## config.mk

```make
export PLATFORM = sky130hd
export DESIGN_NAME = bowl_sequencer
export DESIGN_NICKNAME = d
export VERILOG_FILES = /design/src/rtl/cricket_pkg.sv /design/src/rtl/delay_counter.sv /design/src/rtl/bowl_sequencer.sv
export SDC_FILE = /design/constraint.sdc
export NUM_CORES = 1
export LEC_CHECK = 0
export ABC_CLOCK_PERIOD_IN_PS = 6100
export CORE_AREA = 10 10 98 100
export CTS_CLUSTER_SIZE = 30
export DETAILED_ROUTE_END_ITERATION = 6
export DIE_AREA = 0 0 108 110
export PLACE_DENSITY = 0.73
export REMOVE_ABC_BUFFERS = 1
export SETUP_SLACK_MARGIN = 0.5
export SLEW_MARGIN = 20
export SYNTH_ARGS = -nofsm -noshare
export SYNTH_HDL_FRONTEND = slang
export SYNTH_HIERARCHICAL = 1
export SYNTH_SLANG_ARGS = --single-unit
```

## constraint.sdc

```tcl
create_clock -name clock -period 6.1 [get_ports clock]
set_input_delay 1.22 -clock clock [delete_from_list [all_inputs] [get_ports clock]]
set_output_delay 1.22 -clock clock [all_outputs]
set_load 0.005 [all_outputs]
```

## src/rtl/cricket_pkg.sv

```systemverilog
// Shared types and widths for the cricket bowling datapath.
package cricket_pkg;

   typedef enum logic [2:0] {
      ST_IDLE,
      ST_ARM,
      ST_LATCH,
      ST_FLIGHT,
      ST_SCORE,
      ST_GAP,
      ST_DONE
   } bowl_state_t;

   localparam int SPEED_W  = 4;
   localparam int RUNS_W   = 3;
   localparam int SCORE_W  = 8;
   localparam int COUNT_W  = 4;
   localparam int MAX_RUNS = 6;

endpackage

```

## src/rtl/delay_counter.sv

```systemverilog
// Loadable down-counter with a zero flag; holds at zero until reloaded.
module delay_counter #(
   parameter int WIDTH = 8
) (
   input  logic             clock,
   input  logic             reset,
   input  logic             load,
   input  logic [WIDTH-1:0] load_val,
   input  logic             enable,
   output logic             zero
);

   logic [WIDTH-1:0] count_q;
   logic [WIDTH-1:0] count_d;

   always_comb begin
      count_d = count_q;
      if (load) begin
         count_d = load_val;
      end else if (enable && (count_q != '0)) begin
         count_d = count_q - WIDTH'(1);
      end
   end

   always_ff @(posedge clock or posedge reset) begin
      if (reset) begin
         count_q <= '0;
      end else begin
         count_q <= count_d;
      end
   end

   assign zero = (count_q == '0);

endmodule

```

## src/rtl/bowl_sequencer.sv

```systemverilog
// Innings controller for the AI bowler: arms the bowler, launches each ball and keeps the score.
// Optional BOWL_TIMEOUT_EN scores a dot ball when a delivery stays in flight too long.
module bowl_sequencer
   import cricket_pkg::*;
#(
   parameter int BALLS_PER_OVER = 6,
   parameter int OVERS          = 2,
   parameter int MAX_WICKETS    = 10,
   parameter int GAP_CYCLES     = 50000000,
   parameter int FLIGHT_TIMEOUT = 200000000
) (
   input  logic               clock,
   input  logic               reset,
   input  logic               start,
   input  logic [SPEED_W-1:0] ai_dy,
   input  logic [SPEED_W-1:0] ai_dx,
   input  logic               ai_throw,
   input  logic               ball_done,
   input  logic               wicket,
   input  logic [RUNS_W-1:0]  runs,
   output logic               ai_en,
   output logic               launch,
   output logic [SPEED_W-1:0] ball_dy,
   output logic [SPEED_W-1:0] ball_dx,
   output logic [2:0]         ball_count,
   output logic [COUNT_W-1:0] over_count,
   output logic [COUNT_W-1:0] wickets,
   output logic [SCORE_W-1:0] total_runs,
   output logic               busy,
   output logic               game_over
);

   // One counter serves both the inter-ball gap and the flight timeout, so size it for the larger.
   localparam int DLY_MAX = (GAP_CYCLES > FLIGHT_TIMEOUT) ? GAP_CYCLES : FLIGHT_TIMEOUT;
   localparam int DLY_W   = $clog2(DLY_MAX + 1);

   localparam logic [DLY_W-1:0]   GAP_LOAD  = DLY_W'(GAP_CYCLES - 1);
   localparam logic [2:0]         LAST_BALL = 3'(BALLS_PER_OVER - 1);
   localparam logic [COUNT_W-1:0] OVERS_C   = COUNT_W'(OVERS);
   localparam logic [COUNT_W-1:0] WKT_C     = COUNT_W'(MAX_WICKETS);
`ifdef BOWL_TIMEOUT_EN
   localparam logic [DLY_W-1:0]   FLIGHT_LOAD = DLY_W'(FLIGHT_TIMEOUT - 1);
`endif

   function automatic logic [SCORE_W-1:0] add_runs_sat(input logic [SCORE_W-1:0] total,
                                                       input logic [RUNS_W-1:0]  r);
      logic [RUNS_W-1:0] r_lim;
      logic [SCORE_W:0]  sum;
      r_lim = (r > RUNS_W'(MAX_RUNS)) ? RUNS_W'(MAX_RUNS) : r;
      sum   = {1'b0, total} + (SCORE_W + 1)'(r_lim);
      add_runs_sat = sum[SCORE_W] ? {SCORE_W{1'b1}} : sum[SCORE_W-1:0];
   endfunction

   bowl_state_t        state_q, state_d;
   logic [SPEED_W-1:0] ball_dy_q, ball_dy_d;
   logic [SPEED_W-1:0] ball_dx_q, ball_dx_d;
   logic [2:0]         ball_count_q, ball_count_d;
   logic [COUNT_W-1:0] over_count_q, over_count_d;
   logic [COUNT_W-1:0] wickets_q, wickets_d;
   logic [SCORE_W-1:0] total_runs_q, total_runs_d;
   logic               launch_q, launch_d;
   logic               hit_wicket_q, hit_wicket_d;
   logic [RUNS_W-1:0]  hit_runs_q, hit_runs_d;

   logic               dly_load;
   logic [DLY_W-1:0]   dly_load_val;
   logic               dly_en;
   logic               dly_zero;
   logic               over_wrap;

   delay_counter #(
      .WIDTH (DLY_W)
   ) u_delay (
      .clock    (clock),
      .reset    (reset),
      .load     (dly_load),
      .load_val (dly_load_val),
      .enable   (dly_en),
      .zero     (dly_zero)
   );

   always_comb begin
      state_d      = state_q;
      ball_dy_d    = ball_dy_q;
      ball_dx_d    = ball_dx_q;
      ball_count_d = ball_count_q;
      over_count_d = over_count_q;
      wickets_d    = wickets_q;
      total_runs_d = total_runs_q;
      launch_d     = 1'b0;
      hit_wicket_d = hit_wicket_q;
      hit_runs_d   = hit_runs_q;
      dly_load     = 1'b0;
      dly_load_val = GAP_LOAD;
      dly_en       = 1'b0;
      over_wrap    = (ball_count_q == LAST_BALL);

      case (state_q)
         ST_IDLE, ST_DONE: begin
            if (start) begin
               ball_dy_d    = '0;
               ball_dx_d    = '0;
               ball_count_d = '0;
               over_count_d = '0;
               wickets_d    = '0;
               total_runs_d = '0;
               state_d      = ST_ARM;
            end
         end
         ST_ARM: begin
            state_d = ST_LATCH;
         end
         ST_LATCH: begin
            // No throw from the bowler means the innings cannot continue.
            if (ai_throw) begin
               ball_dy_d = ai_dy;
               ball_dx_d = ai_dx;
               launch_d  = 1'b1;
`ifdef BOWL_TIMEOUT_EN
               dly_load     = 1'b1;
               dly_load_val = FLIGHT_LOAD;
`endif
               state_d   = ST_FLIGHT;
            end else begin
               state_d = ST_DONE;
            end
         end
         ST_FLIGHT: begin
`ifdef BOWL_TIMEOUT_EN
            dly_en = 1'b1;
`endif
            if (ball_done) begin
               hit_wicket_d = wicket;
               hit_runs_d   = runs;
               state_d      = ST_SCORE;
`ifdef BOWL_TIMEOUT_EN
            end else if (dly_zero) begin
               hit_wicket_d = 1'b0;
               hit_runs_d   = '0;
               state_d      = ST_SCORE;
`endif
            end
         end
         ST_SCORE: begin
            if (hit_wicket_q) begin
               wickets_d = wickets_q + COUNT_W'(1);
            end else begin
               total_runs_d = add_runs_sat(total_runs_q, hit_runs_q);
            end
            ball_count_d = over_wrap ? 3'd0 : ball_count_q + 3'd1;
            over_count_d = over_wrap ? over_count_q + COUNT_W'(1) : over_count_q;
            dly_load     = 1'b1;
            dly_load_val = GAP_LOAD;
            // End-of-innings test looks at the counts this ball produces.
            if ((wickets_d == WKT_C) || (over_count_d == OVERS_C)) begin
               state_d = ST_DONE;
            end else begin
               state_d = ST_GAP;
            end
         end
         ST_GAP: begin
            dly_en = 1'b1;
            if (dly_zero) begin
               state_d = ST_ARM;
            end
         end
         default: begin
            state_d = ST_IDLE;
         end
      endcase
   end

   always_ff @(posedge clock or posedge reset) begin
      if (reset) begin
         state_q      <= ST_IDLE;
         ball_dy_q    <= '0;
         ball_dx_q    <= '0;
         ball_count_q <= '0;
         over_count_q <= '0;
         wickets_q    <= '0;
         total_runs_q <= '0;
         launch_q     <= 1'b0;
         hit_wicket_q <= 1'b0;
         hit_runs_q   <= '0;
      end else begin
         state_q      <= state_d;
         ball_dy_q    <= ball_dy_d;
         ball_dx_q    <= ball_dx_d;
         ball_count_q <= ball_count_d;
         over_count_q <= over_count_d;
         wickets_q    <= wickets_d;
         total_runs_q <= total_runs_d;
         launch_q     <= launch_d;
         hit_wicket_q <= hit_wicket_d;
         hit_runs_q   <= hit_runs_d;
      end
   end

   assign ai_en      = (state_q == ST_ARM) || (state_q == ST_LATCH);
   assign launch     = launch_q;
   assign ball_dy    = ball_dy_q;
   assign ball_dx    = ball_dx_q;
   assign ball_count = ball_count_q;
   assign over_count = over_count_q;
   assign wickets    = wickets_q;
   assign total_runs = total_runs_q;
   assign busy       = (state_q != ST_IDLE) && (state_q != ST_DONE);
   assign game_over  = (state_q == ST_DONE);

endmodule
```

Word level (Yosys, flattened, before mapping)
Cells that the tools add are included.

Output and inout port bits: 31. Bits of input ports: 17. Word-level logic and storage cells: 79. Register bits after elaboration: 63.

Add/subtract/negate cells: 5. Eq/ne operators: 15. Mux-type cells: 30. $lt $le $gt $ge: 1. Reduce and logical (&&, ||, !) cells: 17.

Operators by type and width (number): two-way mux 28 bit (2); case mux 4 bit (2 select lines) (4); zero test 28 bit (1); nonzero test 28 bit (1); subtractor 28 x 1 -> 28 bit, second input constant (1); two-way mux 4 bit (6); two-way mux 8 bit (3); two-way mux 3 bit (7); case mux 3 bit (6 select lines) (1); case mux 8 bit (2 select lines) (1); == test 3 bit, second input constant (4); inequality test 2 bit, second input constant (5); adder 8 x 3 -> 9 bit (1); AND reduction 3 bit (3); adder 4 x 1 -> 4 bit, second input constant (2); == test 3 x 2 -> 1 bit, second input constant (2); case mux 3 bit (2 select lines) (1); nonzero test 2 bit (3); == test 4 x 2 -> 1 bit, second input constant (1); == test 4 bit, second input constant (1); two-way mux 1 bit (4); AND reduction 2 bit (2); adder 3 x 1 -> 3 bit, second input constant (1); == test 3 x 1 -> 1 bit, second input constant (1); other kinds (8) (10).

Logic depth before layout (Yosys ltp)
Depth in word-level cells: 7. Depth in mapped cells: 9. Gate-level depth less buffers: 9.

By module
Netlist, hierarchy kept.

By module, submodules not included: delay_counter (cells an instance 223, area each 1993.2 um^2, sequential area each 700.7 um^2, instances 1); bowl_sequencer (cells an instance 202, area each 1928.1 um^2, sequential area each 875.8 um^2, instances 1).

Worst setup path before layout
Ideal clock, no wire load.

Kind: register to register. From: reg state_q[2]. To: reg u_delay.count_q[20]. Stages on the path, launching flop included: 8. Required time: 6018 ps. Arrival: 2305 ps. Clock period less this slack: 2387 ps. Setup time: 82 ps. Path slack: 3713 ps. Cell sequence: dfrtp_1 > clkbuf_1 > nand2b_1 > nor2_1 > inv_1 > nor4_1 > or4b_1 > a31oi_1.

Cells in the longest elaborated chain, start to end: 4. Elaborated cells on any way between the ends: 7. Classes of those cells: eq/ne: 2; mux: 3; reduce/logical: 2.

Ends and longest elaborated chain: from (decl) (RTL line bowl_sequencer.sv:54) `bowl_state_t state_q, state_d;`; from (signal assigned) (RTL line bowl_sequencer.sv:186) `state_q <= state_d;`; == test 3 bit (RTL line bowl_sequencer.sv:98) `case (state_q)`; two-way mux 1 bit (RTL line bowl_sequencer.sv:98); net dly_en (RTL line bowl_sequencer.sv:67) `logic dly_en;`; logical AND 1 bit (RTL line delay_counter.sv:20) `end else if (enable && (count_q != '0)) begin`; nonzero test 2 bit (no line); to (signal assigned) (RTL line delay_counter.sv:29) `count_q <= count_d;`; to (decl) (RTL line delay_counter.sv:13) `logic [WIDTH-1:0] count_q;`.

The timed path passes the listed nets, and every way through them passes these cells. A chain may end at the register's enable or synchronous reset.

Worst setup path after layout
From: reg state_q[1]. To: out busy.

Cells in the longest elaborated chain, start to end: 2. Elaborated cells on any way between the ends: 3. Classes of those cells: eq/ne: 1; reduce/logical: 2.

Ends and longest elaborated chain: inequality test 3 bit or nonzero test 3 bit (tied branches) (RTL line bowl_sequencer.sv:207) `assign busy = (state_q != ST_IDLE) && (state_q != ST_DONE);`; logical AND 1 bit (*) (RTL line bowl_sequencer.sv:207); to (decl) (RTL line bowl_sequencer.sv:29) `output logic busy,`.

Every way passes the cells marked *; elsewhere a longest branch is shown, timed or not.

==> flow_results.org <==
** Outcome
- The run finished with clean final reports.

** Min path
- Counting instances, the worst hold path has a depth of 1.
- For hold timing, the worst endpoint is hit_runs_q[0]$_DFFE_PP0P_.
- The tightest min-delay check is of the flop to flop type.
- The worst hold path begins at hit_runs_q[0]$_DFFE_PP0P_.

** Timing
- Final hold vios :: 0
- Final number of setup-violating endpoints :: 0
- Relative slew slack :: 0.432
- The clock arrives with 0.0111 ns of skew.
- Minimum clock period after layout :: 3.19 ns
- Setup repair after global routing left no endpoint under its margin.
- Final hold analysis gives a worst-case slack of 0.508 ns.
- Worst setup slack after layout :: 2.91 ns
- Achievable frequency :: 313 MHz
- At the pin with the least slew margin, the transition time is 0.840 ns.
- Share of the cycle needed by the critical path after routing :: 0.523
- Final sum of negative setup slack :: 0 ns
- Final Max Slew Viols :: 0

** Clock tree
- The clock passes through at most 2 buffers.
- Buffers inserted to repair hold after CTS numbered 0.
- TritonCTS Buffers :: 9
- The tree is rooted in a sky130_fd_sc_hd__clkbuf_8.
- Clock tree synthesis found a total of 63 sinks.
- Max H-tree Level :: 3
- TritonCTS built the clock tree.
- Post-CTS repair changed the size of 0 cells.
- Post-CTS setup buffer count :: 0
- The clock reaches the later pin of the worst-skew pair after 0.34 ns.
- Clock-pin slew was measured on the worst setup and hold paths at 0.07 ns.

** Floorplanning
- Initial standard-cell utilization of the core :: 0.513
- Row generation in the floorplan step produced 32 rows.
- Num ports :: 48
- The die is 110 µm tall.
- The floorplan step defined a die boundary enclosing 11900 µm².
- Core box area :: 7650 µm²
- The floorplan step set the die width to 108 µm.

** Placed design
- Gpl congestion :: 0.874
- Dpl cell area :: 4550 µm²
- Once detailed placement completed, the half-perimeter wirelength came to 6770 µm.
- Port buffer count :: 47
- Timing analysis after detailed placement gives a worst setup slack of 3.11 ns.

** Setup path
- For the worst setup path, the data required time is 4.88 ns.
- Worst-case reg-to-reg path depth :: 6
- Nature of the critical path endpoint :: output pin
- Data arrival time of the worst path :: 1.97 ns
- Buffer and inverter count on the worst path :: 2
- On the worst path, the slowest cell contributes a delay of 0.62 ns.
- Endpoint of the lowest-slack register-to-register path :: u_delay/count_q[20]$_DFFE_PP0P_
- Start-to-end type of the worst setup path :: flop to output pin
- Grouping stages by cell kind, the critical path spends the most delay in flip-flops.
- In this run the worst setup path begins at state_q[1]$_DFFE_PP0P_.
- Origin of the critical flop-to-flop path :: state_q[0]$_DFFE_PP0P_
- On the critical path, the stage with the largest delay is an instance of sky130_fd_sc_hd__dfrtp_1.
- Reg2reg setup slack :: 3.09 ns
- Kind of start point of the critical path :: flop
- Worst-path fanout max :: 17
- The signal on the critical path passes through nor2b_1, nor3_1, inv_1, clkdlybuf4s50_1.

** Detailed routing
- Per-cell routed wire length :: 16.1 µm
- The final layout contains routed wiring with a total length of 9660 µm.
- The first TritonRoute pass finished after 6 iterations.
- In the routed design, unresolved DRC markers number 0.
- Antenna-violating nets left :: 0
- The routed layout has 3464 vias.
- Vias/cell :: 5.79
- DRC violation total after the first TritonRoute iteration :: 262

** Pwr
- Power spread over the standard cell area amounts to 434 nW/µm².
- Switching component of the power :: 0.867 mW
- Total internal power :: 1.19 mW
- Of the total power, combinational logic draws 0.434.
- Leakage power figure :: 1.93 nW
- Of the total power, the share spent switching nets is 0.421.
- Of the total power, registers draw 0.394.
- Of the total power, the clock network draws 0.172.
- VDD IR max :: 0.234 mV

** Final layout
- In the layout the commonest cells are sky130_fd_sc_hd__dfrtp_1, sky130_fd_sc_hd__clkdlybuf4s50_1, sky130_fd_sc_hd__nor2_1.
- 0 antenna diodes ended up in the layout.
- With fillers left out, the area of the finished cells amounts to 4740 µm².
- After the last flow step, the layout net total stands at 518.
- In the final layout, the share of cells above drive strength 1 is 0.103.
- Fillers :: 637
- Growth of design area from synthesis to finish :: 20.8%
- Most common cell after layout, fill and taps aside :: sky130_fd_sc_hd__dfrtp_1

** Global routing
- The initial antenna violation count came to 0.
- The first global-routing pass estimated 16200 µm of wire.
- Total grt overflow :: 0
- Entering global routing, the biggest net connects 52 pins.
- The via count of the first global-routing pass is 3239.
- For this run, the total global-route usage over all layers was measured as 0.165.

** Logic synthesis
- Synthesized instance count :: 425
- In this run, synthesis inferred 0 flip-flops with an integrated enable.
- Register bit count reported by yosys :: 63
- In the synthesized netlist the async set-or-reset flop fraction comes to 1.00.
- Top cell type's share of synthesized area :: 0.402
- Cell type with the highest aggregate area in the netlist :: sky130_fd_sc_hd__dfrtp_1
- Largest cells by area after synthesis :: sky130_fd_sc_hd__dfrtp_1, sky130_fd_sc_hd__o21ai_0, sky130_fd_sc_hd__nor2_1
- A synthesized cell averages 9.23 µm².
- The mapped netlist covers 3920 µm².
- During synthesis, Yosys emitted a total of 6 warnings.
- In this run, distinct cell masters in the synthesized netlist total 70.
- For this run, the register share of the synthesized area comes to 0.402.
- Flip-flop cell with the highest count after synthesis :: sky130_fd_sc_hd__dfrtp_1

** Job
- Number of maximum-capacitance violations :: 0
layer usage:
layer	track usage	wire length [µm]	vias up	part of all wire
li1	-	-	1703	-
met1	0.230	4680	1655	0.48
met2	0.240	4260	99	0.44
met3	0.0534	648	7	0.067
met4	0.0410	65	0	0.0067
met5	0	0	-	0
cell families (layout without fill, tap and decap cells):
| logic type | Yosys count | in the layout | synth area share |
|---|---|---|---|
| buf+inv | 37 | 82 | 0.0402 |
| xor+xnor | 17 | 17 | 0.0380 |
| mux | 10 | 10 | 0.0281 |
| compound gates | 122 | 122 | 0.210 |
| simple gates | 166 | 166 | 0.252 |
| other cells | 2 | 28 | 0.00192 |
| flops | 63 | 63 | 0.402 |
| fa+ha+maj | 8 | 8 | 0.0274 |
power groups by stage:
| stage | sequential (mW) | combinational, mW | clock [mW] |
|---|---|---|---|
| after floorplan | 0.759 | 0.617 | 0 |
| after global placement | 0.804 | 0.859 | 0 |
| after detailed placement | 0.809 | 0.888 | 0 |
| after CTS | 0.807 | 0.896 | 0.361 |
| after global routing | 0.841 | 1.00 | 0.379 |
| final | 0.811 | 0.892 | 0.353 |
registers in the layout, summed over array words and instances, names as in the netlist:
name,flops
hit_wicket_q,1
ball_dx,4
hit_runs_q,3
ball_count,3
over_count,4
ball_dy,4
total_runs,8
launch,1
state_q,3
wickets,4
u_delay/count_q,28
synth_stat cells (6+ instances only):
cell,instances
sky130_fd_sc_hd__mux2_2,8
sky130_fd_sc_hd__and3_1,6
sky130_fd_sc_hd__buf_2,6
sky130_fd_sc_hd__xor2_1,6
sky130_fd_sc_hd__xnor2_1,11
sky130_fd_sc_hd__nand3_1,15
sky130_fd_sc_hd__o21ai_0,35
sky130_fd_sc_hd__clkbuf_1,10
sky130_fd_sc_hd__a21oi_1,18
sky130_fd_sc_hd__nor2_1,37
sky130_fd_sc_hd__inv_1,19
sky130_fd_sc_hd__nand4_1,9
sky130_fd_sc_hd__ha_1,7
sky130_fd_sc_hd__nor3_1,8
sky130_fd_sc_hd__nand2_1,31
sky130_fd_sc_hd__nor2b_1,6
sky130_fd_sc_hd__a31oi_1,16
sky130_fd_sc_hd__dfrtp_1,63
sky130_fd_sc_hd__a22o_1,9
per-stage QoR:
stage | cells | utilization | total power, mW
5_1_grt | 598 | 0.619 | 2.22
3_5_place_dp | 584 | 0.595 | 1.70
6_report | 598 | 0.619 | 2.06
2_1_floorplan | 433 | - | 1.38
3_3_place_gp | 584 | 0.594 | 1.66
4_1_cts | 598 | 0.619 | 2.06
area by class of cell:
cell class | count | area, µm² | area share
repair buffers | 49 | 485 | 0.102
well taps | 102 | 128 | 0.0269
inverters | 19 | 71.3 | 0.0151
flip-flops and latches | 63 | 1580 | 0.333
clock buffers | 10 | 138 | 0.0291
multi-input cells | 351 | 2290 | 0.484
clock inverters | 4 | 47.5 | 0.0100
how the worst max path moves through the flow:
stage,cells after the start,to
6_report,4,busy
5_1_grt,6,u_delay/count_q[20]$_DFFE_PP0P_
4_1_cts,4,busy
3_5_place_dp,6,total_runs[4]$_DFFE_PP0P_
3_3_place_gp,3,ball_dy[0]$_DFFE_PP0P_
2_1_floorplan,7,u_delay/count_q[4]$_DFFE_PP0P_
worst register-to-register path, cell delays in order (launching register included):
cell	delay (ns)
sky130_fd_sc_hd__dfrtp_1	0.64
sky130_fd_sc_hd__inv_1	0.23
sky130_fd_sc_hd__nor2_1	0.50
sky130_fd_sc_hd__inv_1	0.28
sky130_fd_sc_hd__nor4_1	0.62
sky130_fd_sc_hd__or4b_1	0.50
sky130_fd_sc_hd__a31oi_1	0.17
Power figures use the tool's default switching activity.
